File: src/rtl/drum_pkg.sv
// drum_pkg: shared event type, SPI frame layout and transmitter states
// for the drum event SPI slave.
package drum_pkg;

    typedef struct packed {
        logic       hand;
        logic [3:0] code;
    } drum_event_t;

    localparam int FRAME_BITS = 8;
    localparam int FRM_VALID  = 7;
    localparam int FRM_OVF    = 6;
    localparam int FRM_HAND   = 5;

    typedef enum logic [1:0] {IDLE, LOAD, SHIFT} spi_tx_state_t;

    // An empty FIFO still reports the overflow flag, but the payload bits read as zero.
    function automatic logic [FRAME_BITS-1:0] make_frame(input logic vld, input logic ovf,
                                                         input drum_event_t ev);
        logic [FRAME_BITS-1:0] f;
        f            = '0;
        f[FRM_VALID] = vld;
        f[FRM_OVF]   = ovf;
        if (vld) begin
            f[FRM_HAND] = ev.hand;
            f[3:0]      = ev.code;
        end
        return f;
    endfunction

endpackage

File: src/rtl/drum_event_fifo.sv
// drum_event_fifo: synchronous FIFO of drum events.
// Ports: clk, rst (sync, active high); push/din write an event; pop retires the head;
// dout is the current head; full/empty/level report occupancy.
// A push while full is accepted only when a pop happens in the same cycle.
module drum_event_fifo
    import drum_pkg::*;
#(
    parameter int DEPTH = 8
) (
    input  logic                      clk,
    input  logic                      rst,
    input  logic                      push,
    input  logic                      pop,
    input  drum_event_t               din,
    output drum_event_t               dout,
    output logic                      full,
    output logic                      empty,
    output logic [$clog2(DEPTH):0]    level
);
    localparam int AW = $clog2(DEPTH);
    localparam int LW = AW + 1;

    drum_event_t    mem [DEPTH];
    logic [AW-1:0]  wr_ptr;
    logic [AW-1:0]  rd_ptr;
    logic           do_push;
    logic           do_pop;

    assign full    = level == LW'(DEPTH);
    assign empty   = level == '0;
    assign do_pop  = pop & ~empty;
    assign do_push = push & (~full | do_pop);
    assign dout    = mem[rd_ptr];

    always_ff @(posedge clk) begin
        if (rst) begin
            wr_ptr <= '0;
            rd_ptr <= '0;
            level  <= '0;
        end else begin
            wr_ptr <= do_push ? wr_ptr + 1'b1 : wr_ptr;
            rd_ptr <= do_pop ? rd_ptr + 1'b1 : rd_ptr;
            level  <= level + LW'(do_push) - LW'(do_pop);
        end
    end

    always_ff @(posedge clk) begin
        if (do_push)
            mem[wr_ptr] <= din;
    end

endmodule

File: src/rtl/drum_event_spi_slave.sv
// drum_event_spi_slave: captures drum trigger events into a FIFO and serves them
// to an SPI master (mode 0, MSB first), one 8-bit frame per chip-select assertion.
// Ports: clk, rst (sync, active high); drum_trigger_valid/drum_code/drum_hand event input;
// sck, cs_n asynchronous SPI inputs; sdo MISO data; fifo_level debug count;
// overflow sticky flag set by a dropped event, cleared by a completed frame that reported it.
module drum_event_spi_slave
    import drum_pkg::*;
#(
    parameter int FIFO_DEPTH  = 8,
    parameter int SYNC_STAGES = 2
) (
    input  logic                          clk,
    input  logic                          rst,
    input  logic                          drum_trigger_valid,
    input  logic [3:0]                    drum_code,
    input  logic                          drum_hand,
    input  logic                          sck,
    input  logic                          cs_n,
    output logic                          sdo,
    output logic [$clog2(FIFO_DEPTH):0]   fifo_level,
    output logic                          overflow
);
    logic                    valid_q;
    logic                    push_r;
    drum_event_t             ev_r;
    drum_event_t             head;
    logic                    full;
    logic                    empty;
    logic                    pop;
    logic                    frame_done;
    logic [SYNC_STAGES-1:0]  sck_s;
    logic [SYNC_STAGES-1:0]  cs_s;
    logic                    sck_d;
    logic                    cs_d;
    logic                    sck_rise;
    logic                    sck_fall;
    logic                    cs_rise;
    logic                    cs_fall;
    spi_tx_state_t           state;
    logic [FRAME_BITS-2:0]   shift_reg;
    logic [3:0]              bit_cnt;
    logic                    frm_valid;
    logic                    frm_ovf;
    logic [FRAME_BITS-1:0]   frame;

    // valid_q resets high so a trigger held through reset is not seen as a new edge.
    always_ff @(posedge clk) begin
        if (rst) begin
            valid_q <= 1'b1;
            push_r  <= 1'b0;
            ev_r    <= '0;
        end else begin
            valid_q <= drum_trigger_valid;
            push_r  <= drum_trigger_valid & ~valid_q;
            ev_r    <= '{hand: drum_hand, code: drum_code};
        end
    end

    drum_event_fifo #(.DEPTH(FIFO_DEPTH)) u_fifo (
        .clk   (clk),
        .rst   (rst),
        .push  (push_r),
        .pop   (pop),
        .din   (ev_r),
        .dout  (head),
        .full  (full),
        .empty (empty),
        .level (fifo_level)
    );

    // cs_n chain resets low so a frame in progress at reset is not re-detected as a new one.
    always_ff @(posedge clk) begin
        if (rst) begin
            sck_s <= '0;
            cs_s  <= '0;
            sck_d <= 1'b0;
            cs_d  <= 1'b0;
        end else begin
            sck_s <= {sck_s[SYNC_STAGES-2:0], sck};
            cs_s  <= {cs_s[SYNC_STAGES-2:0], cs_n};
            sck_d <= sck_s[SYNC_STAGES-1];
            cs_d  <= cs_s[SYNC_STAGES-1];
        end
    end

    assign sck_rise   = sck_s[SYNC_STAGES-1] & ~sck_d;
    assign sck_fall   = ~sck_s[SYNC_STAGES-1] & sck_d;
    assign cs_rise    = cs_s[SYNC_STAGES-1] & ~cs_d;
    assign cs_fall    = ~cs_s[SYNC_STAGES-1] & cs_d;
    assign frame      = make_frame(~empty, overflow, head);
    assign frame_done = (state == SHIFT) && cs_rise && (bit_cnt == 4'(FRAME_BITS));
    assign pop        = frame_done & frm_valid;

    // A drop needs the FIFO still full after this cycle's pop; a new drop beats the clear.
    always_ff @(posedge clk) begin
        if (rst)
            overflow <= 1'b0;
        else
            overflow <= (push_r & full & ~pop) ? 1'b1 : (frame_done & frm_ovf) ? 1'b0 : overflow;
    end

    // The MSB goes out at LOAD; shift_reg holds the remaining seven bits.
    always_ff @(posedge clk) begin
        if (rst) begin
            state     <= IDLE;
            sdo       <= 1'b0;
            shift_reg <= '0;
            bit_cnt   <= '0;
            frm_valid <= 1'b0;
            frm_ovf   <= 1'b0;
        end else begin
            case (state)
                IDLE: begin
                    sdo   <= 1'b0;
                    state <= cs_fall ? LOAD : IDLE;
                end
                LOAD: begin
                    shift_reg <= frame[FRAME_BITS-2:0];
                    sdo       <= frame[FRM_VALID];
                    frm_valid <= frame[FRM_VALID];
                    frm_ovf   <= frame[FRM_OVF];
                    bit_cnt   <= '0;
                    state     <= cs_rise ? IDLE : SHIFT;
                end
                SHIFT: begin
                    if (cs_rise) begin
                        state <= IDLE;
                        sdo   <= 1'b0;
                    end else begin
                        if (sck_rise && bit_cnt < 4'(FRAME_BITS))
                            bit_cnt <= bit_cnt + 1'b1;
                        if (sck_fall) begin
                            sdo       <= (bit_cnt < 4'(FRAME_BITS)) ? shift_reg[FRAME_BITS-2] : 1'b0;
                            shift_reg <= (bit_cnt < 4'(FRAME_BITS)) ? {shift_reg[FRAME_BITS-3:0], 1'b0}
                                                                    : shift_reg;
                        end
                    end
                end
                default: state <= IDLE;
            endcase
        end
    end

endmodule

File: config.mk
export PLATFORM = sky130hd
export DESIGN_NAME = drum_event_spi_slave
export DESIGN_NICKNAME = d
export VERILOG_FILES = /design/src/rtl/drum_pkg.sv /design/src/rtl/drum_event_fifo.sv /design/src/rtl/drum_event_spi_slave.sv
export SDC_FILE = /design/constraint.sdc
export NUM_CORES = 1
export LEC_CHECK = 0
export ABC_AREA = 1
export CAP_MARGIN = 20
export CORE_MARGIN = 2
export CORE_UTILIZATION = 51
export CTS_CLUSTER_SIZE = 20
export DETAILED_ROUTE_END_ITERATION = 8
export GPL_ROUTABILITY_DRIVEN = 0
export GPL_TIMING_DRIVEN = 0
export PLACE_DENSITY = 0.73
export SETUP_SLACK_MARGIN = 0.02
export SLEW_MARGIN = 15
export SYNTH_ARGS = -nofsm -noshare
export SYNTH_HDL_FRONTEND = slang
export SYNTH_HIERARCHICAL = 1
export SYNTH_SLANG_ARGS = --single-unit
File: constraint.sdc
create_clock -name clk -period 3.7 [get_ports clk]
set_clock_uncertainty 0.05 [all_clocks]
set_input_delay 0.74 -clock clk [delete_from_list [all_inputs] [get_ports clk]]
set_output_delay 0.74 -clock clk [all_outputs]
set_load 0.1 [all_outputs]
==> out/results.env <==
MIN-DELAY-START='valid_q'
COUNT_OF_FLIP_FLOPS_WITH_A_BUILT_IN_ENABLE_AFTER_SYNTHESIS=40
SYNTH_TOP_FLOP_CELL='sky130_fd_sc_hd__dfxtp_1'
DRT-WIRELENGTH-PER-CELL_UM=12.3
DIE_WIDTH_UM=88.0
CLKLATENCYLATEPIN_NS=0.34
TOP_LEVEL_PORTS=16
LAYOUT.NETS=454
FINAL_MIN_PERIOD_OVER_CLOCK_PERIOD=0.758
WORST_SLEW_MARGIN_REL=0.353
NETSWITCHINGFRACTION=0.233
ARRIVAL_NS=2.01
YS_ASYNC_SR_FRACTION=0
POST_ROUTE_CELLS_DRIVE_ABOVE_1_SHARE=0.0736
DESIGN.CORE.AREA_SQ_UM=6790
FINALCRITICALPERIOD_NS=2.80
FINALSETUPVIOLCOUNT=0
GRT_START_MAX_NET_PINS=16
YOSYS-TOP-CELLS-AREA='sky130_fd_sc_hd__edfxtp_1 33%, sky130_fd_sc_hd__dfxtp_1 24%, sky130_fd_sc_hd__nor2_1 8.2%'
SYNTH_TOP_AREA_CELL='sky130_fd_sc_hd__edfxtp_1'
FILLCELLCOUNT=600
MIN_TO='push_r'
YOSYS.AREA.TOP_TYPE_SHARE=0.334
PORT-BUFFER-COUNT=15
YOSYSUNIQUECELLTYPES=26
LARGEST_REGISTER_FFS=40
CRIT_FAMILY='buffers and inverters'
R2R-END='u_fifo/mem[2][1]'
TIMING.CRITICAL_PATH.FROM_TYPE='flop'
FF2FF_PATH_DEPTH=10
GR-TOTAL-OVERFLOW=0
CAP_VIOLATIONS=0
INITIAL_ANTENNA_VIOLATION_COUNT=0
SETUP_REPAIR_AFTER_GLOBAL_ROUTING_MISSED_ITS_MARGIN='false'
CRITICALPATHCATEGORY='flop to output pin'
SEQCELLAREA_SQ_UM=2060
CTS_TREE='built'
DRV_SLEW=0
OUTCOME='complete, no violations'
END_KIND='output pin'
DRC=0
CP_MAX_FO=6
MULTI_INPUT_AREA_SQ_UM=1280
PART_OF_THE_TOTAL_POWER_DISSIPATED_IN_SEQUENTIAL_ELEMENTS=0.587
CTS_POST_SETUP_BUFFERS_INSERTED=0
SYN-INSTANCE-COUNT=404
MIN_PATH_TYPE='flop to flop'
TOTAL_POWER_mW=1.68
REG_TO_REG_CRITICAL_PATH_STARTPOINT='state[0]'
CELL_TYPES_WITH_THE_HIGHEST_COUNTS_AFTER_SYNTHESIS='79 x sky130_fd_sc_hd__nor2_1, 67 x sky130_fd_sc_hd__nand2_1, 49 x sky130_fd_sc_hd__inv_1'
VIAS=2620
DRT_ITER0_MARKERS=143
HOLD_DEPTH=1
CLOCK_PATH_BUFFERS=2
DIE-HEIGHT_UM=88.0
TIMING.FINAL.WS_SETUP_NS=0.897
GRT_PASS1_VIAS=2434
SYN-NUM-NETS=428
SYNTH.YOSYS.SEQ_AREA_SHARE=0.573
CTS_BUFFERS=9
GRT_FIRST_PASS_WIRELENGTH_UM=10800
ROWS=30
TRITONCTS_NUM_SINKS=83
ROOT_BUFFER='sky130_fd_sc_hd__clkbuf_8'
DETAILED_ROUTE_WL_UM=6510
SYNTHESIS.AREA_SQ_UM=3600
SWITCHING_POWER_uW=392
COMPOUND_GATE_PORTION_OF_THE_SYNTHESIZED_AREA=0.0907
SYNTH_SEQ_CELLS=83
POWER_DENSITY_RELATIVE_TO_CELL_AREA_nW_PER_UM2=414
VDD.IR_DROP.WORST_mV=0.311
CRIT_PATH_CELL_TRACE='clkdlybuf4s50_1'
DIE_AREA_SQ_UM=7750
CP.BUFFERS_INVERTERS=1
DP.FINAL_HPWL_UM=4670
SYNTH_ADDER_AREA_SHARE=0.0507
WORST_PATH_MAX_DELAY_CELL='sky130_fd_sc_hd__clkdlybuf4s50_1'
INSERTEDDIODECOUNT=0
SYNTH_WARNINGS=6
CLKPWRFRAC=0.368
TIGHTESTPINTRANSITION_NS=0.967
P_LEAK_nW=1.62
AREA_GROWTH_PCT=12.9
FINALSETUPTNS_NS=0
SYNTH_TOP_FAMILY_BY_AREA='simple AND/OR/NAND/NOR gates'
VIAS_PER_CELL=4.93
COMB_POWER_SHARE=0.045
POST_SYNTH_XOR_AREA_FRACTION=0.00487
CTS_HOLD_BUFFERS=0
CTSHTREEMAXLEVEL=3
POST_PLACE_SETUP_SLACK_NS=1.03
CLOCK_INPUT_TRANSITION_AT_THE_SEQUENTIAL_CELLS_OF_THE_WORST_SETUP_AND_HOLD_PATHS_NS=0.08
GLOBAL_ROUTING_USAGE_SUMMED_ACROSS_ALL_ROUTING_LAYERS=0.184
FINAL-HOLD-VIOLATION-COUNT=0
POST_CTS_RESIZED=0
REGTOREGSETUPSLACK_NS=1.00
POST-SYNTH-TOP-COUNT-CELL='sky130_fd_sc_hd__nor2_1'
DRTANTENNAVIOLNETS=0
ACHIEVABLE-FREQUENCY_GHz=0.357
DRT-PASS1-ITER-COUNT=4
POST_SYNTH.CELL_AREA_AVG_SQ_UM=8.91
WORST-ENDPOINT-REQUIRED_NS=2.91
CELLINTERNALPOWER_mW=1.29
STARTING_UTILIZATION_OF_THE_CORE_AREA=0.530
MUXSHAREOFSYNTHAREA=0
CRITPATHMAXSTAGEDELAY_NS=1.19
SYNTHESIZED_AREA_FRACTION_OCCUPIED_BY_AND_OR_NAND_NOR_CELLS=0.211
cell families after synthesis:
family,Yosys count
xor+xnor,2
flops,83
fa+ha+maj,14
compound gates,62
simple gates,179
buf+inv,64
through the flow:
step / utilization / instance area, sq um / cells / hold slack [ns]
6_report: 0.598 / 4070 / 531 / 0.342
5_1_grt: 0.598 / 4070 / 531 / 0.373
4_1_cts: 0.598 / 4070 / 531 / 0.347
3_5_place_dp: 0.570 / 3870 / 515 / 0.333
3_3_place_gp: 0.570 / 3870 / 515 / 0.333
2_1_floorplan: - / 3600 / 404 / 0.324
worst max-delay path by stage:
stage                    start               end  slack [ns]  cells past startpoint
5_1_grt               state[0]   u_fifo/level[2]        0.73                     15
2_1_floorplan  u_fifo/level[2]   u_fifo/level[2]        0.96                     12
6_report       u_fifo/level[1]     fifo_level[1]        0.90                      1
4_1_cts        u_fifo/level[1]     fifo_level[1]        0.87                      1
3_5_place_dp          state[0]  u_fifo/mem[2][1]        1.03                     10
3_3_place_gp          state[0]   u_fifo/level[2]        1.08                     15
metal layers:
layer,GRT usage,up-vias,wire (um)
met1,0.248,1202,3160
met3,0.0396,6,275
met2,0.295,55,3010
li1,-,1357,-
met5,0,-,0
met4,0.0661,0,68
final cells by class:
| class | count | area share |
|---|---|---|
| Multi-Input combinational cell | 257 | 0.316 |
| Timing Repair Buffer | 15 | 0.0369 |
| Tap cell | 96 | 0.0295 |
| Clock buffer | 11 | 0.0372 |
| Buffer | 12 | 0.0142 |
| Inverter | 52 | 0.0480 |
| Sequential cell | 83 | 0.507 |
| Clock inverter | 5 | 0.0108 |
placed cells by master, fill, tap and decap left out, types with 2 or more instances in the layout:
cell	instances
sky130_fd_sc_hd__nand3_1	16
sky130_fd_sc_hd__nand2_1	67
sky130_fd_sc_hd__clkbuf_1	7
sky130_fd_sc_hd__clkinv_4	3
sky130_fd_sc_hd__nand4_1	4
sky130_fd_sc_hd__ha_1	13
sky130_fd_sc_hd__clkbuf_8	11
sky130_fd_sc_hd__inv_1	49
sky130_fd_sc_hd__inv_6	2
sky130_fd_sc_hd__nand2_2	2
sky130_fd_sc_hd__a21oi_1	16
sky130_fd_sc_hd__buf_2	4
sky130_fd_sc_hd__inv_2	3
sky130_fd_sc_hd__nor3_1	6
sky130_fd_sc_hd__edfxtp_1	40
sky130_fd_sc_hd__xor2_1	2
sky130_fd_sc_hd__dfxtp_1	43
sky130_fd_sc_hd__nand2_4	2
sky130_fd_sc_hd__nor2_1	79
sky130_fd_sc_hd__o21ai_0	31
sky130_fd_sc_hd__o21ai_1	12
sky130_fd_sc_hd__clkdlybuf4s50_1	15
power by group through the flow:
stage               registers (mW)  logic [mW]  clock network (mW)
global route                 0.991      0.0859               0.671
CTS                          0.988      0.0762               0.632
global placement              1.01      0.0741                   0
floorplan                     1.01      0.0443                   0
detailed placement            1.01      0.0759                   0
finish                       0.988      0.0756               0.620
Note: power is estimated with default switching activity, not from simulation.
